<file path="src/rtl/alu_pkg.sv">
// Shared opcode map and FSM encoding for the sequential ALU.
package alu_pkg;

  localparam logic [3:0] OP_NOT = 4'd0;
  localparam logic [3:0] OP_AND = 4'd1;
  localparam logic [3:0] OP_OR  = 4'd2;
  localparam logic [3:0] OP_SLL = 4'd3;
  localparam logic [3:0] OP_SRL = 4'd4;
  localparam logic [3:0] OP_SLA = 4'd5;
  localparam logic [3:0] OP_SRA = 4'd6;
  localparam logic [3:0] OP_ROL = 4'd7;
  localparam logic [3:0] OP_ROR = 4'd8;
  localparam logic [3:0] OP_ADD = 4'd9;
  localparam logic [3:0] OP_SUB = 4'd10;
  localparam logic [3:0] OP_MUL = 4'd11;
  localparam logic [3:0] OP_CLR = 4'd15;

  typedef enum logic [1:0] {
    ST_IDLE = 2'd0,
    ST_MUL  = 2'd1,
    ST_DONE = 2'd2
  } state_e;

endpackage

</file>
<file path="src/rtl/alu_mul_seq.sv">
// Iterative unsigned shift-add multiplier: one partial product per cycle,
// WIDTH iterations after start; last is high during the final iteration.
module alu_mul_seq #(
  parameter int WIDTH = 8
) (
  input  logic                 clk,
  input  logic                 rst,
  input  logic                 start,
  input  logic [WIDTH-1:0]     a,
  input  logic [WIDTH-1:0]     b,
  output logic                 last,
  output logic [2*WIDTH-1:0]   product
);

  localparam int CW = $clog2(WIDTH);

  logic               busy_q, busy_d;
  logic [CW-1:0]      cnt_q, cnt_d;
  logic [2*WIDTH-1:0] mcand_q, mcand_d;
  logic [2*WIDTH-1:0] acc_q, acc_d;
  logic [WIDTH-1:0]   mplier_q, mplier_d;

  always_comb begin
    busy_d   = busy_q;
    cnt_d    = cnt_q;
    mcand_d  = mcand_q;
    acc_d    = acc_q;
    mplier_d = mplier_q;
    last     = busy_q && (cnt_q == CW'(WIDTH - 1));
    if (start) begin
      busy_d   = 1'b1;
      cnt_d    = '0;
      acc_d    = '0;
      mcand_d  = {{WIDTH{1'b0}}, a};
      mplier_d = b;
    end else if (busy_q) begin
      if (mplier_q[0]) acc_d = acc_q + mcand_q;
      mcand_d  = mcand_q << 1;
      mplier_d = mplier_q >> 1;
      cnt_d    = cnt_q + 1'b1;
      if (last) busy_d = 1'b0;
    end
  end

  // control: async reset aborts any multiply in flight
  always_ff @(posedge clk or posedge rst) begin
    if (rst) begin
      busy_q <= 1'b0;
      cnt_q  <= '0;
    end else begin
      busy_q <= busy_d;
      cnt_q  <= cnt_d;
    end
  end

  always_ff @(posedge clk) begin
    mcand_q  <= mcand_d;
    acc_q    <= acc_d;
    mplier_q <= mplier_d;
  end

  assign product = acc_q;

endmodule

</file>
<file path="src/rtl/alu_seq.sv">
// Handshaked WIDTH-bit ALU with registered outputs; MUL is delegated to the
// iterative multiplier while everything else completes one cycle after accept.
module alu_seq
  import alu_pkg::*;
#(
  parameter int WIDTH = 8
) (
  input  logic                 clk,
  input  logic                 rst,
  input  logic                 in_valid,
  output logic                 in_ready,
  input  logic [WIDTH-1:0]     a,
  input  logic [WIDTH-1:0]     b,
  input  logic [3:0]           op,
  output logic                 out_valid,
  output logic [WIDTH-1:0]     result,
  output logic [2*WIDTH-1:0]   product,
  output logic                 of,
  output logic                 zero,
  output logic                 slt
);

  localparam int CW = $clog2(WIDTH);
  localparam int M  = WIDTH - 1;

  state_e state_q, state_d;

  logic               accept, mul_start, mul_last, load_out;
  logic [2*WIDTH-1:0] mul_product;

  logic               vld_p0_q, vld_p0_d;
  logic [WIDTH-1:0]   a_p0_q, a_p0_d, b_p0_q, b_p0_d;
  logic [3:0]         op_p0_q, op_p0_d;

  logic               out_valid_q, out_valid_d;
  logic [WIDTH-1:0]   result_q, result_d;
  logic [2*WIDTH-1:0] product_q, product_d;
  logic               of_q, of_d, zero_q, zero_d, slt_q, slt_d;

  logic [WIDTH-1:0]        res_c;
  logic [2*WIDTH-1:0]      prod_c;
  logic                    of_c;
  logic signed [WIDTH-1:0] a_s;
  logic [2*WIDTH-1:0]      sla_ext;
  logic [CW-1:0]           rot;
  logic [CW:0]             rot_inv;
  logic                    big;

  function automatic logic add_ovf(input logic sa, input logic sb, input logic sr);
    return (sa == sb) && (sr != sa);
  endfunction

  alu_mul_seq #(.WIDTH(WIDTH)) u_mul (
    .clk     (clk),
    .rst     (rst),
    .start   (mul_start),
    .a       (a),
    .b       (b),
    .last    (mul_last),
    .product (mul_product)
  );

  always_ff @(posedge clk or posedge rst) begin
    if (rst) state_q <= ST_IDLE;
    else     state_q <= state_d;
  end

  always_comb begin
    state_d = state_q;
    case (state_q)
      ST_IDLE: if (accept && op == OP_MUL) state_d = ST_MUL;
      ST_MUL:  if (mul_last) state_d = ST_DONE;
      ST_DONE: state_d = ST_IDLE;
      default: state_d = ST_IDLE;
    endcase
  end

  always_comb begin
    in_ready  = (state_q == ST_IDLE);
    accept    = in_valid && in_ready;
    mul_start = accept && (op == OP_MUL);
    load_out  = vld_p0_q || (state_q == ST_DONE);
  end

  // stage p0: operands captured at accept, held through a multiply
  always_comb begin
    vld_p0_d = accept && (op != OP_MUL);
    a_p0_d   = accept ? a  : a_p0_q;
    b_p0_d   = accept ? b  : b_p0_q;
    op_p0_d  = accept ? op : op_p0_q;
  end

  always_comb begin
    a_s     = a_p0_q;
    big     = |(b_p0_q >> CW);
    rot     = b_p0_q[CW-1:0];
    rot_inv = (CW+1)'(WIDTH) - {1'b0, rot};
    sla_ext = {{WIDTH{1'b0}}, a_p0_q} << b_p0_q;
    res_c   = '0;
    prod_c  = '0;
    of_c    = 1'b0;
    case (op_p0_q)
      OP_NOT: res_c = ~a_p0_q;
      OP_AND: res_c = a_p0_q & b_p0_q;
      OP_OR:  res_c = a_p0_q | b_p0_q;
      OP_SLL: res_c = big ? '0 : (a_p0_q << b_p0_q);
      OP_SRL: res_c = big ? '0 : (a_p0_q >> b_p0_q);
      OP_SLA: begin
        res_c = big ? '0 : sla_ext[WIDTH-1:0];
        of_c  = big ? (|a_p0_q) : ((|sla_ext[2*WIDTH-1:WIDTH]) || (sla_ext[M] != a_p0_q[M]));
      end
      OP_SRA: res_c = big ? {WIDTH{a_p0_q[M]}} : (a_s >>> b_p0_q);
      OP_ROL: res_c = (a_p0_q << rot) | (a_p0_q >> rot_inv);
      OP_ROR: res_c = (a_p0_q >> rot) | (a_p0_q << rot_inv);
      OP_ADD: begin
        res_c = a_p0_q + b_p0_q;
        of_c  = add_ovf(a_p0_q[M], b_p0_q[M], res_c[M]);
      end
      OP_SUB: begin
        res_c = a_p0_q - b_p0_q;
        of_c  = add_ovf(a_p0_q[M], ~b_p0_q[M], res_c[M]);
      end
      OP_MUL: begin
        prod_c = mul_product;
        res_c  = mul_product[WIDTH-1:0];
        of_c   = |mul_product[2*WIDTH-1:WIDTH];
      end
      OP_CLR:  res_c = '0;
      default: res_c = '0;
    endcase
  end

  // stage p1: output registers, updated only when a result completes
  always_comb begin
    out_valid_d = load_out;
    result_d    = load_out ? res_c : result_q;
    product_d   = load_out ? prod_c : product_q;
    of_d        = load_out ? of_c : of_q;
    zero_d      = load_out ? (res_c == '0) : zero_q;
    slt_d       = load_out ? ($signed(a_p0_q) < $signed(b_p0_q)) : slt_q;
  end

  always_ff @(posedge clk or posedge rst) begin
    if (rst) begin
      vld_p0_q    <= 1'b0;
      out_valid_q <= 1'b0;
      result_q    <= '0;
      product_q   <= '0;
      of_q        <= 1'b0;
      zero_q      <= 1'b0;
      slt_q       <= 1'b0;
    end else begin
      vld_p0_q    <= vld_p0_d;
      out_valid_q <= out_valid_d;
      result_q    <= result_d;
      product_q   <= product_d;
      of_q        <= of_d;
      zero_q      <= zero_d;
      slt_q       <= slt_d;
    end
  end

  always_ff @(posedge clk) begin
    a_p0_q  <= a_p0_d;
    b_p0_q  <= b_p0_d;
    op_p0_q <= op_p0_d;
  end

  assign out_valid = out_valid_q;
  assign result    = result_q;
  assign product   = product_q;
  assign of        = of_q;
  assign zero      = zero_q;
  assign slt       = slt_q;

endmodule

</file>
<file path="config.mk">
export PLATFORM = sky130hd
export DESIGN_NAME = alu_seq
export DESIGN_NICKNAME = d
export VERILOG_FILES = /design/src/rtl/alu_pkg.sv /design/src/rtl/alu_mul_seq.sv /design/src/rtl/alu_seq.sv
export SDC_FILE = /design/constraint.sdc
export NUM_CORES = 1
export LEC_CHECK = 0
export CAP_MARGIN = 20
export CORE_MARGIN = 1.5
export CORE_UTILIZATION = 55
export DETAILED_ROUTE_END_ITERATION = 10
export DONT_BUFFER_PORTS = 1
export PLACE_DENSITY_LB_ADDON = 0.25
export SLEW_MARGIN = 10
export SYNTH_ARGS = -nofsm -noshare
export SYNTH_HDL_FRONTEND = slang
export SYNTH_HIERARCHICAL = 1
export SYNTH_SLANG_ARGS = --single-unit
</file>
<file path="constraint.sdc">
create_clock -name clk -period 5 [get_ports clk]
set_input_delay 0.75 -clock clk [delete_from_list [all_inputs] [get_ports clk]]
set_output_delay 0.75 -clock clk [all_outputs]
set_load 0.01 [all_outputs]
</file>
==> flow_summary.json <==
{
  "status": "completed",
  "nets": 798,
  "synthArstFlopShare_pct": 36.8,
  "core_um2": 12700,
  "drt_pass1_iterations": 6,
  "synth-seq-cells": 95,
  "power.density_nw_per_um2": 203,
  "fillers": 1158,
  "r2r_slack_ns": 1.61,
  "multi_input_area_um2": 4310,
  "vias_per_cell": 6.77,
  "synthFlopType": "edfxtp_1",
  "ios": 52,
  "r2r_cells": 9,
  "wirelength_um": 20600,
  "tns_ns": 0,
  "layout_commonest_cell": "nor2_1",
  "crit_chain": "ha_1 > fa_1 > mux2_4 > a21oi_2 > nor3_1 > a2111oi_0 > nor4bb_1 > nand4b_1 > o41ai_2",
  "die_h_um": 118,
  "post-cts-setup-buffers": 0,
  "grt.busiest_layer": "met2",
  "regToRegStartpoint": "a_p0_q[0]",
  "worst_path_max_delay_cell": "edfxtp_1",
  "avgSynthCellArea_um2": 9.52,
  "placed_area_um2": 7170,
  "root_buffer": "clkbuf_16",
  "cts_buffers": 9,
  "routedWlPerCell_um": 22.7,
  "switching_power_uw": 358,
  "switching_share_pct": 23.5,
  "timing.slew.headroom_pct": 27.1,
  "cts_tree": "built",
  "synth_edf_count": 36,
  "antennaDiodeCount": 0,
  "clk_pin_slew_ns": 0.08,
  "tightest_slew_ns": 1.09,
  "syn_nets": 828,
  "cp.required_ns": 5.26,
  "grt_pass1_vias": 5819,
  "port_buffers": 0,
  "p_comb_share_pct": 0.4,
  "grt_pass1_wl_um": 32600,
  "cp-end-kind": "register",
  "min_path_type": "in -> async",
  "ant_nets": 0,
  "drt-initial-drc-count": 717,
  "drv_slew": 0,
  "critPathKind": "reg -> reg",
  "grt_use_met2_pct": 43.6,
  "setup_viol": 0,
  "min_period_ns": 3.39,
  "fin_cells": 906,
  "cts_sinks": 95,
  "antenna_found_initial": 0,
  "synth.cell_area_um2": 7230,
  "grt_util_met1_pct": 42.7,
  "fmax_ghz": 0.295,
  "period_share_pct": 67.7,
  "fin_skew_ns": 0.0102,
  "initial_core_util_pct": 56.8,
  "rows": 41,
  "regArea_um2": 2440,
  "final_hold_viol_count": 0,
  "yosysWarnings": 6,
  "rsz0062_at_grt": "false",
  "crit_path_max_fanout": 12,
  "ys_seq_area_share_pct": 33.7,
  "grt_max_degree": 50,
  "r2r-end": "zero",
  "worst_ep_arrival_time_ns": 3.65,
  "stdcell_area_um2": 7490,
  "cts_buffer_depth": 2,
  "fp.dieArea_um2": 13800,
  "critPathBufInv": 0,
  "htree_levels": 3,
  "finalWorstSetupSlack_ns": 1.61,
  "power_leakage_uw": 0.00281,
  "cp_top_family": "compound AO/OA/AOI/OAI gates",
  "cts-resized-gates": 0,
  "seqPwrFrac_pct": 52.7,
  "grt_usage_pct": 30.2,
  "overflow": 0,
  "met3_usage_pct": 7.32,
  "fin_util_pct": 58.8,
  "dp.cells": 890,
  "vdd_ir_drop_max_v": 0.000264,
  "postCtsHoldBufs": 0,
  "die_w_um": 118,
  "maxCapViolCount": 0,
  "slowest_delay_ns": 0.58,
  "vias": 6138,
  "area_growth_pct": 3.57,
  "place_ws_ns": 1.65,
  "start_kind": "register",
  "yosys.cell_types.count": 97,
  "drc": 0,
  "gp_congestion": 0.991,
  "hpwl_um": 15300,
  "pwr-share-clk_pct": 46.8,
  "insertion_delay_ns": 0.36,
  "final_cell_mix": "nor2_1 (62), nand2_1 (58), ha_1 (43)",
  "p_int_uw": 1160,
  "drive_above_1_share_pct": 12.9,
  "syn-instance-count": 759
}
-- worst max-delay path by stage --
stage / startpoint / cells after the start / end / slack [ns]
floorplan: b_p0_q[1] / 11 / zero / 2.03
global placement: b_p0_q[0] / 10 / zero / 1.74
detailed placement: a_p0_q[0] / 9 / zero / 1.65
CTS: a_p0_q[0] / 9 / zero / 1.67
global route: b_p0_q[0] / 10 / zero / 1.42
finish: a_p0_q[0] / 9 / zero / 1.61
-- cells by family after synthesis --
group	synth area share [%]
and+or+nand+nor	17.3
AOI/OAI and AO/OA	21.4
adders and majority gates	8.27
buffers and inverters	6.70
xor gates and xnor gates	1.82
DFF	33.7
muxes	10.8
-- metal layers --
layer / routed length (um) / vias to the layer above / part of all wire, %
met5: 0 / - / 0
met3: 2070 / 52 / 10
met2: 8760 / 328 / 43
met1: 8960 / 2966 / 44
li1: - / 2792 / -
met4: 806 / 0 / 3.9
-- cell usage after synthesis (5+ instances only) --
cell       number  share of area (%)
buf_2           7               0.48
o211ai_1       11                1.1
nor3_1         18                1.2
a21oi_1        42                2.9
dfrtp_1        35                 12
o31ai_1         5               0.52
xnor2_1        10                1.2
nor4_1          8               0.69
nand3_1        21                1.5
xor2_1          5               0.61
buf_6           9                1.4
o21ai_0        22                1.5
nand4_1         6               0.52
clkbuf_1       20                1.0
nand3b_1        5               0.52
mux4_2          7                2.2
nor2_1         62                3.2
o22ai_1         6               0.52
a22oi_1         6               0.62
buf_4           6               0.62
o21a_1          6               0.62
and2_1         10               0.87
mux2_2         22                3.4
nor2b_1         8               0.69
a211oi_1       15                1.6
o21bai_1        5               0.52
edfxtp_1       36                 15
or3_1           6               0.52
a22o_1         16                1.9
dfxtp_1        24                6.6
o21ai_1         6               0.42
ha_1           43                7.4
a31oi_1        10               0.87
inv_1          33                1.7
nand2b_1        8               0.69
mux2i_1        29                4.0
nand2_1        58                3.0
o2bb2ai_1       5               0.61
-- metrics by stage --
step | hold WS (ns) | total power (uW)
after floorplan | 0.459 | 825
final | 0.143 | 1520
after global routing | 0.155 | 1570
after CTS | 0.140 | 1530
after global placement | 0.498 | 827
after detailed placement | 0.509 | 827
-- power by group through the flow --
| stage | Sequential (uW) | Clock, uW | Combinational [uW] |
|---|---|---|---|
| after floorplan | 820 | 0 | 4.62 |
| after global placement | 820 | 0 | 6.80 |
| after detailed placement | 820 | 0 | 7.08 |
| after CTS | 803 | 720 | 7.07 |
| after global routing | 803 | 755 | 8.25 |
| final | 803 | 713 | 6.69 |
-- sequential cells by signal, summed over array words and instances, names as in the netlist, 2 cells and up --
register,flops
state_q,2
b_p0_q,8
u_mul/mplier_q,8
product,16
op_p0_q,4
u_mul/cnt_q,3
a_p0_q,8
u_mul/product,16
u_mul/mcand_q,16
result,8
-- cell type report --
class | count | share of cell area [%]
Timing Repair Buffer | 10 | 1.00
Tap cell | 172 | 2.87
Inverter | 36 | 1.81
Clock inverter | 7 | 1.15
Multi-Input combinational cell | 577 | 57.6
Sequential cell | 95 | 32.6
Clock buffer | 9 | 3.01
Power figures use the tool's default switching activity.
